## config.mk

```make
export PLATFORM = sky130hd
export DESIGN_NAME = sync_fifo_ctrl
export DESIGN_NICKNAME = d
export VERILOG_FILES = /design/src/rtl/sync_fifo_ctrl.sv
export SDC_FILE = /design/constraint.sdc
export NUM_CORES = 1
export LEC_CHECK = 0
export BUFFER_PORTS_ARGS = -buffer_cell sky130_fd_sc_hd__buf_2
export CAP_MARGIN = 30
export CORE_ASPECT_RATIO = 0.9
export CORE_MARGIN = 4
export CORE_UTILIZATION = 40
export DETAILED_ROUTE_END_ITERATION = 7
export SLEW_MARGIN = 20
export SYNTH_ARGS = -nofsm -noshare
export SYNTH_HDL_FRONTEND = slang
export SYNTH_SLANG_ARGS = --single-unit
export TNS_END_PERCENT = 50
```

## constraint.sdc

```tcl
create_clock -name clk -period 3.8 [get_ports clk]
set_clock_uncertainty 0.05 [all_clocks]
set_input_delay 0.38 -clock clk [delete_from_list [all_inputs] [get_ports clk]]
set_output_delay 0.38 -clock clk [all_outputs]
set_load 0.05 [all_outputs]
```

## src/rtl/sync_fifo_ctrl.sv

```systemverilog
`default_nettype none
// ============================================================================
// Module      : sync_fifo_ctrl
// Description : Single-clock FIFO controller with an internal memory array.
//               - Registered read port (one-cycle latency) with a valid strobe.
//               - Occupancy counter and status flags decoded from it.
//               - Overflow / underflow error indications.
//
// Ports       : clk          - single clock, rising edge
//               rst          - asynchronous active-high reset
//               wr_en        - write request
//               wr_data      - write word [DATA_W-1:0]
//               rd_en        - read request
//               err_clr      - clears sticky errors (FIFO_ERR_STICKY_EN only)
//               rd_data      - registered read word [DATA_W-1:0]
//               rd_valid     - rd_data holds a word popped on the previous edge
//               full, empty, almost_full, almost_empty - status flags
//               count        - occupancy 0..DEPTH [ADDR_W:0]
//               overflow     - write rejected because the FIFO was full
//               underflow    - read attempted while the FIFO was empty
//
// Build option: FIFO_ERR_STICKY_EN
//               defined   -> overflow/underflow are sticky until err_clr/rst
//               undefined -> overflow/underflow are one-cycle pulses
//
// Revision    : 1.0 - initial release
// ============================================================================
module sync_fifo_ctrl #(
  parameter int DATA_W   = 8,
  parameter int DEPTH    = 16,
  parameter int AF_LEVEL = 14,
  parameter int AE_LEVEL = 2
) (
  input  logic                      clk,
  input  logic                      rst,
  input  logic                      wr_en,
  input  logic [DATA_W-1:0]         wr_data,
  input  logic                      rd_en,
`ifdef FIFO_ERR_STICKY_EN
  input  logic                      err_clr,
`endif
  output logic [DATA_W-1:0]         rd_data,
  output logic                      rd_valid,
  output logic                      full,
  output logic                      empty,
  output logic                      almost_full,
  output logic                      almost_empty,
  output logic [$clog2(DEPTH):0]    count,
  output logic                      overflow,
  output logic                      underflow
);

  localparam int ADDR_W = $clog2(DEPTH);

  localparam logic [ADDR_W:0]   c_depth    = (ADDR_W+1)'(DEPTH);
  localparam logic [ADDR_W:0]   c_af_level = (ADDR_W+1)'(AF_LEVEL);
  localparam logic [ADDR_W:0]   c_ae_level = (ADDR_W+1)'(AE_LEVEL);
  localparam logic [ADDR_W:0]   c_cnt_one  = (ADDR_W+1)'(1);
  localparam logic [ADDR_W-1:0] c_ptr_one  = ADDR_W'(1);

  logic [DATA_W-1:0] r_mem [DEPTH];
  logic [ADDR_W-1:0] r_wr_ptr;
  logic [ADDR_W-1:0] r_rd_ptr;
  logic [ADDR_W:0]   r_count;
  logic [DATA_W-1:0] r_rd_data;
  logic              r_rd_valid;
  logic              r_overflow;
  logic              r_underflow;

  logic w_full;
  logic w_empty;
  logic w_wr_acc;
  logic w_rd_acc;
  logic w_ovf_evt;
  logic w_udf_evt;

  assign w_full  = (r_count == c_depth);
  assign w_empty = (r_count == '0);

  // A write into a full FIFO is still accepted when a read frees a slot on
  // the same edge; a read from an empty FIFO is never accepted, even if a
  // write arrives on the same edge.
  assign w_wr_acc  = wr_en & (~w_full | rd_en);
  assign w_rd_acc  = rd_en & ~w_empty;
  assign w_ovf_evt = wr_en & w_full & ~rd_en;
  assign w_udf_evt = rd_en & w_empty;

  // Storage is deliberately left out of reset; the cleared pointers make any
  // stale contents unreachable.
  always_ff @(posedge clk) begin
    if (w_wr_acc && !rst) begin
      r_mem[r_wr_ptr] <= wr_data;
    end
  end

  always_ff @(posedge clk or posedge rst) begin
    if (rst) begin
      r_wr_ptr <= '0;
      r_rd_ptr <= '0;
    end else begin
      if (w_wr_acc) begin
        r_wr_ptr <= r_wr_ptr + c_ptr_one;
      end
      if (w_rd_acc) begin
        r_rd_ptr <= r_rd_ptr + c_ptr_one;
      end
    end
  end

  always_ff @(posedge clk or posedge rst) begin
    if (rst) begin
      r_count <= '0;
    end else begin
      case ({w_wr_acc, w_rd_acc})
        2'b10:   r_count <= r_count + c_cnt_one;
        2'b01:   r_count <= r_count - c_cnt_one;
        default: r_count <= r_count;
      endcase
    end
  end

  // When full with simultaneous read and write, rd_ptr equals wr_ptr; the
  // read samples the old word because the memory write lands at the same
  // edge through a non-blocking update.
  always_ff @(posedge clk or posedge rst) begin
    if (rst) begin
      r_rd_data  <= '0;
      r_rd_valid <= 1'b0;
    end else begin
      r_rd_valid <= w_rd_acc;
      if (w_rd_acc) begin
        r_rd_data <= r_mem[r_rd_ptr];
      end
    end
  end

  always_ff @(posedge clk or posedge rst) begin
    if (rst) begin
      r_overflow  <= 1'b0;
      r_underflow <= 1'b0;
    end else begin
`ifdef FIFO_ERR_STICKY_EN
      // A new event on the clearing edge keeps the flag set.
      r_overflow  <= w_ovf_evt | (r_overflow  & ~err_clr);
      r_underflow <= w_udf_evt | (r_underflow & ~err_clr);
`else
      r_overflow  <= w_ovf_evt;
      r_underflow <= w_udf_evt;
`endif
    end
  end

  assign rd_data      = r_rd_data;
  assign rd_valid     = r_rd_valid;
  assign count        = r_count;
  assign full         = w_full;
  assign empty        = w_empty;
  assign almost_full  = (r_count >= c_af_level);
  assign almost_empty = (r_count <= c_ae_level);
  assign overflow     = r_overflow;
  assign underflow    = r_underflow;

endmodule
`default_nettype wire

```

# Word-level counts from Yosys, hierarchy flattened
# Memories as Yosys holds them, arrays and structs flattened. A register that Yosys moved wholly into a read port is not among the register bits.
# Index checks and enable logic that the tools add are counted.
totals:
  wordCells: 32
  in_bits: 12
  mem_count: 1
  ramBits: 128
  out_inout_bits: 20
  ff_bits: 16
memory_table:
  columns: ["memory", "depth", "width", "read_ports", "rd_clocked_by_memory_dff", "wr", "line_no", "source"]
  rows:
  - ["r_mem", 16, 8, 1, 1, 1, "61", "logic [DATA_W-1:0] r_mem [DEPTH];"]
classes:
  order_cmp: 2
  n_eq_ne: 3
  bitwise: 9
  n_reduce_logical: 4
  n_addsub: 4
  muxes: 3
ops:
  columns: ["operator", "count"]
  rows:
  - ["5-bit one-hot mux with 2 select lines", 1]
  - ["4-bit by 1-bit adder with 4-bit output (second input constant)", 2]
  - ["5-bit by 1-bit adder with 5-bit output (second input constant)", 1]
  - ["1-bit AND", 5]
  - ["5-bit == test (second input constant)", 1]
  - ["5-bit by 4-bit greater-or-equal comparator with 1-bit output (second input constant)", 1]
  - ["5-bit by 2-bit <= comparator with 1-bit output (second input constant)", 1]
  - ["5-bit logical NOT", 1]
  - ["5-bit by 1-bit subtractor with 5-bit output (second input constant)", 1]
  - ["1-bit NOT", 3]
  - ["2-bit by 1-bit == test with 1-bit output (second input constant)", 1]
  - ["2-bit == test (second input constant)", 1]
  - ["1-bit 2-to-1 mux", 2]
  - ["2-bit nonzero test", 1]
  - ["1-bit logical AND", 1]
  - ["1-bit logical NOT", 1]
  - ["1-bit OR", 1]

# Longest topological paths before layout
depth:
  word_depth: 7
  depth_mapped: 14
  ltp_nobuf: 10

# Worst setup path before layout
# No wires, ideal clock.
synth_path:
  kind: "reg-to-output"
  from: "register r_count[1] (netlist: count[1])"
  to: "output port almost_empty"
  t_required_ns: 3.370
  arrival_ns: 3.278
  path_slack_ns: 0.092
  path_buffers: 1
  path_stages_with_launch: 3
  path_cell_list: "dfrtp_1 buf_2 a2111oi_0"
synth_between:
  elab_chain_len: 1
synth_lines:
  columns: ["element", "line_no", "source"]
  rows:
  - ["start, declared", "64", "logic [ADDR_W:0] r_count;"]
  - ["start signal, assigned", "115", "2'b10: r_count <= r_count + c_cnt_one;"]
  - ["start signal, assigned", "116", "2'b01: r_count <= r_count - c_cnt_one;"]
  - ["start signal, assigned", "117", "default: r_count <= r_count;"]
  - ["5-bit by 2-bit <= comparator with 1-bit output", "159", "assign almost_empty = (r_count <= c_ae_level);"]
  - ["end, declared", "47", "output logic almost_empty,"]
# No other way between the ends.

# Final worst setup path
layout_path:
  from: "register r_count[2] (netlist: count[2])"
  to: "register r_count[4] (netlist: count[4])"
layout_between:
  elab_chain_len: 6
  elab_cells_between_ends: 13
  cone_classes: "2 x add/sub; 3 x eq/ne; 1 x mux; 5 x bitwise; 2 x reduce/logical"
layout_lines:
  columns: ["element", "line_no", "source"]
  rows:
  - ["5-bit == test", "77", "assign w_full = (r_count == c_depth);"]
  - ["1-bit NOT", "83", "assign w_wr_acc = wr_en & (~w_full | rd_en);"]
  - ["1-bit OR", "83", null]
  - ["1-bit AND", "83", null]
  - ["2-bit by 1-bit == test with 1-bit output or 2-bit == test (tied branches)", "114", "case ({w_wr_acc, w_rd_acc})"]
  - ["5-bit one-hot mux with 2 select lines or 2-bit nonzero test (tied branches)", null, null]
# Parallel ways exist; a longest one is shown, timed or not.
# A chain may end at the register's enable or synchronous reset.

==> summary by stage <==
Synth
Counting flops with a built-in enable in the synthesized netlist gives 128. When the netlist entered floorplanning its net count stood at 350. The post-synthesis cell count is 329. Counting flops and latches in the post-synthesis netlist gives 152. The largest total area in the synthesized netlist belongs to sky130_fd_sc_hd__edfxtp_1. The most repeated cell in the gate-level netlist after synthesis is sky130_fd_sc_hd__edfxtp_1.

Sequential elements use 71.3% of the synthesized area. Yosys printed 0 warnings. Sorting the synthesized cells by area gives the leading types as sky130_fd_sc_hd__edfxtp_1, sky130_fd_sc_hd__dfrtp_1, sky130_fd_sc_hd__mux4_2, sky130_fd_sc_hd__mux4_1, sky130_fd_sc_hd__ha_1.

For this run, the leading register cell type out of synthesis is sky130_fd_sc_hd__edfxtp_1. Yosys mapped the design onto 41 distinct sky130hd cell types. Dividing the synthesized area by the synthesized cell count gives roughly 19 µm². The post-synthesis instance area is 0.00623 mm². The area share of the largest cell type after synthesis is around 62%. The async set-reset flop share out of synthesis is 15.8%. In the synthesized netlist, the cells that appear most often are sky130_fd_sc_hd__edfxtp_1, sky130_fd_sc_hd__dfrtp_1, sky130_fd_sc_hd__mux4_2, sky130_fd_sc_hd__nor2_1, sky130_fd_sc_hd__o22ai_1.

Layout
The ratio of cells with drive above 1 in the final layout is 29.5%. The repair_antennas step left the layout with diodes totalling 0. Counting the fill cells in the layout gives 1263. Relative to the synthesized area, the layout overhead comes to 16.3%. After the last flow step, the layout net total stands at 394.

Worst setup path
The largest driver fanout on the critical path is 11. The logic depth of the worst register-to-register path is 10. The setup path with the least slack is of type flop to flop. At the worst endpoint, the arrival time is ~3400 ps. The largest individual stage delay along the critical path comes from the cell sky130_fd_sc_hd__dfrtp_1. The cell count along the critical path is 10. Traced cell by cell, the critical path runs through or3_1, o31a_1, inv_1, ha_1, xor2_1, ha_1, nor2_1, o32ai_1, a2111oi_0, a211oi_1. On the worst path, the slowest cell contributes a delay of 500 ps. Together, buffers and inverters on the worst path number 1. Among cell families on the critical path, the largest total delay comes from compound AO/OA/AOI/OAI gates. In this run the critical register-to-register path is launched from count[2]. The beginning of the critical path is count[2]. The worst setup path is captured at a flop. The kind of start point of the critical path is a flop. Data on the critical path is required at its endpoint by a little over 4000 ps. The cell seen most often among critical-path stages is sky130_fd_sc_hd__ha_1.

Timing
Setup repair after global routing left no endpoint under its margin. Derived from the worst setup path, the maximum achievable clock frequency is 311 MHz. The count of final setup violators is 0. For the pin with the worst max-slew slack, the measured transition is 921 ps. The final number of hold-violating endpoints is 0.

Summed over all failing endpoints, the final setup total negative slack is 0 ps. The final worst-path setup slack is 588 ps. The number of max-slew violations in the final report is 0. The relative max-transition margin is 38.4%.

Final hold analysis gives a worst-case slack of 140 ps. The worst path in the final design needs a cycle of 3210 ps, including I/O delays and setup. The part of the cycle the worst path needs is 84.5%.

Global routing
The total grt overflow is 0. The initial antenna violation count came to 0. The first global-routing pass estimated about 19 mm of wire.

The via count of the first global-routing pass is approximately 3300. The largest net degree at the start of global routing is 32. In the global route stage, overall resource usage came out at between 10 and 15%.

Worst hold path
The worst hold path was traced through 3 stages. The startpoint identified for the worst hold timing path is wr_en. In this run the worst hold path is classified as input pin to flop.

Floorplanning
The number of core rows is 43. The initial standard-cell utilization of the core is 40.6%. The die footprint is 0.0176 mm². The die width is 140 µm. In this run the count of I/O pins placed on the die edge is 32. After floorplanning, the core was sized to cover 0.0153 mm².

The vertical die dimension is 126 µm.

Placed design
At the end of routability-driven placement, the weighted congestion stood at about 0.74. The count of buffers added on input and output ports is 31. The sum of net half-perimeters after detailed placement is between 7 and 8 mm. Timing analysis after detailed placement gives a worst setup slack of slightly above 600 ps.

Drt
The number of nets with antenna violations after detailed routing is 0. In the final routed layout, each cell accounts on average for 20.7 µm. In the routed design, unresolved DRC markers number 0. The detailed router finished its first iteration with 293 violations.

The via count of the routed design is 3168. The routed design has 12.2 mm of wire. For this run, the detailed router's first-pass iteration total came to 5.

The average via count per standard cell is ~5.4.

Clocking
TritonCTS built the clock tree. The number of setup buffers added after CTS is 0. The longest clock path from root to sink contains 2 buffers. CTS built an H-tree with a depth of 4. The clock-pin slew on the worst setup and hold paths is 70 ps.

The source-to-sink clock delay at the later pin of the worst-skew pair is 420 ps. CTS saw 152 sinks. The clock buffer count from CTS is 17. In this run the clock root is driven by a sky130_fd_sc_hd__clkbuf_16.

Pwr
Summed over all cells, the static leakage comes to approximately 2.5 nW. The total power density per cell area is between 700 and 800 mW/mm². The peak supply drop is 556 µV.

Outcome
The run finished with clean final reports.

Run
Across the run, the number of max-cap violations was 0.
-- placed cells by master, fill, tap and decap left out, types with 2 or more instances in the layout --
cell | Yosys | routed
sky130_fd_sc_hd__dfrtp_1 | 24 | 23
sky130_fd_sc_hd__mux4_1 | 11 | 11
sky130_fd_sc_hd__xor2_1 | 2 | 2
sky130_fd_sc_hd__buf_4 | 1 | 12
sky130_fd_sc_hd__a21oi_1 | 9 | 9
sky130_fd_sc_hd__and2_1 | 2 | 2
sky130_fd_sc_hd__or3_1 | 2 | 2
sky130_fd_sc_hd__inv_8 | 0 | 2
sky130_fd_sc_hd__inv_6 | 0 | 5
sky130_fd_sc_hd__nand2_1 | 6 | 6
sky130_fd_sc_hd__nand4_2 | 2 | 2
sky130_fd_sc_hd__o31a_1 | 2 | 2
sky130_fd_sc_hd__a21o_1 | 2 | 2
sky130_fd_sc_hd__a211oi_1 | 3 | 3
sky130_fd_sc_hd__xnor2_1 | 8 | 8
sky130_fd_sc_hd__clkbuf_16 | 0 | 17
sky130_fd_sc_hd__o22ai_1 | 16 | 16
sky130_fd_sc_hd__inv_1 | 6 | 6
sky130_fd_sc_hd__nor2b_1 | 4 | 4
sky130_fd_sc_hd__ha_1 | 9 | 9
sky130_fd_sc_hd__mux2_2 | 10 | 10
sky130_fd_sc_hd__nand2b_1 | 4 | 4
sky130_fd_sc_hd__bufinv_16 | 0 | 3
sky130_fd_sc_hd__o21ai_0 | 2 | 2
sky130_fd_sc_hd__buf_2 | 6 | 31
sky130_fd_sc_hd__a2111oi_0 | 2 | 2
sky130_fd_sc_hd__nor2_1 | 21 | 21
sky130_fd_sc_hd__mux4_2 | 21 | 21
sky130_fd_sc_hd__edfxtp_1 | 128 | 128
sky130_fd_sc_hd__clkinv_4 | 0 | 2
-- worst reg2reg max path: stages (launching register included) --
cell                        delay (ps)
sky130_fd_sc_hd__dfrtp_1           500
sky130_fd_sc_hd__or3_1             480
sky130_fd_sc_hd__o31a_1            460
sky130_fd_sc_hd__inv_1             140
sky130_fd_sc_hd__ha_1              340
sky130_fd_sc_hd__xor2_1            120
sky130_fd_sc_hd__ha_1              230
sky130_fd_sc_hd__nor2_1             90
sky130_fd_sc_hd__o32ai_1            90
sky130_fd_sc_hd__a2111oi_0         480
sky130_fd_sc_hd__a211oi_1          100
-- final timing paths --
path | end | slack, ps
worst min-delay path | overflow | 140
max in group asynchronous | r_rd_ptr[2] | 2600
worst max register to register | count[4] | 590
min in group asynchronous | rd_data[7] | 480
worst max-delay path | count[4] | 590
worst min register to register | r_wr_ptr[3] | 490
-- cell families after synthesis --
family	Yosys count	share of synthesized area, %
flops	152	71.3
buf+inv	26	2.59
simple gates	48	4.04
xor+xnor	10	1.41
compound gates	42	4.80
mux	42	14.0
fa+ha+maj	9	1.81
-- cell type report --
type / instances / area (µm²) / area share (%)
sequential: 152 / 4450 / 61.3
timing repair buffer: 45 / 275 / 3.80
clock inverter: 15 / 203 / 2.80
inverter: 6 / 22.5 / 0.311
multi-input combinational: 151 / 1630 / 22.4
tap: 202 / 253 / 3.49
clock buffer: 17 / 425 / 5.87
-- sequential cells by signal, indices dropped and copies added (netlist names) --
signal and cells:
r_mem 128, rd_data 8, count 5, r_rd_ptr 4
r_wr_ptr 4, overflow 1, rd_valid 1, underflow 1
-- layer usage --
| layer | part of all wire [%] | GRT usage, % |
|---|---|---|
| met1 | 45 | 19.6 |
| met2 | 50 | 24.0 |
| met3 | 4.4 | 3.39 |
| met4 | 0.84 | 4.96 |
| met5 | 0 | 0 |
-- where the power goes --
part	total [mW]	switching (mW)	internal, mW
Clock	1.77	0.715	1.06
Sequential	2.25	0.250	2.00
Combinational	1.60	0.912	0.687
Total	5.63	1.88	3.75
-- stage by stage --
step	util (%)	total power, mW	std cells	area [µm²]
floorplan	-	3.52	329	6230
global placement	43.1	3.87	554	6600
detailed placement	43.1	3.90	554	6600
CTS	47.2	5.68	587	7240
global route	47.3	5.89	588	7250
finish	47.3	5.63	588	7250
-- timing repair --
action	in CTS	in global routing
resized for setup	0	0
endpoints found under the hold margin	6	0
hold buffers	1	0
endpoints found under the setup margin	0	0
Power figures use the tool's default switching activity.
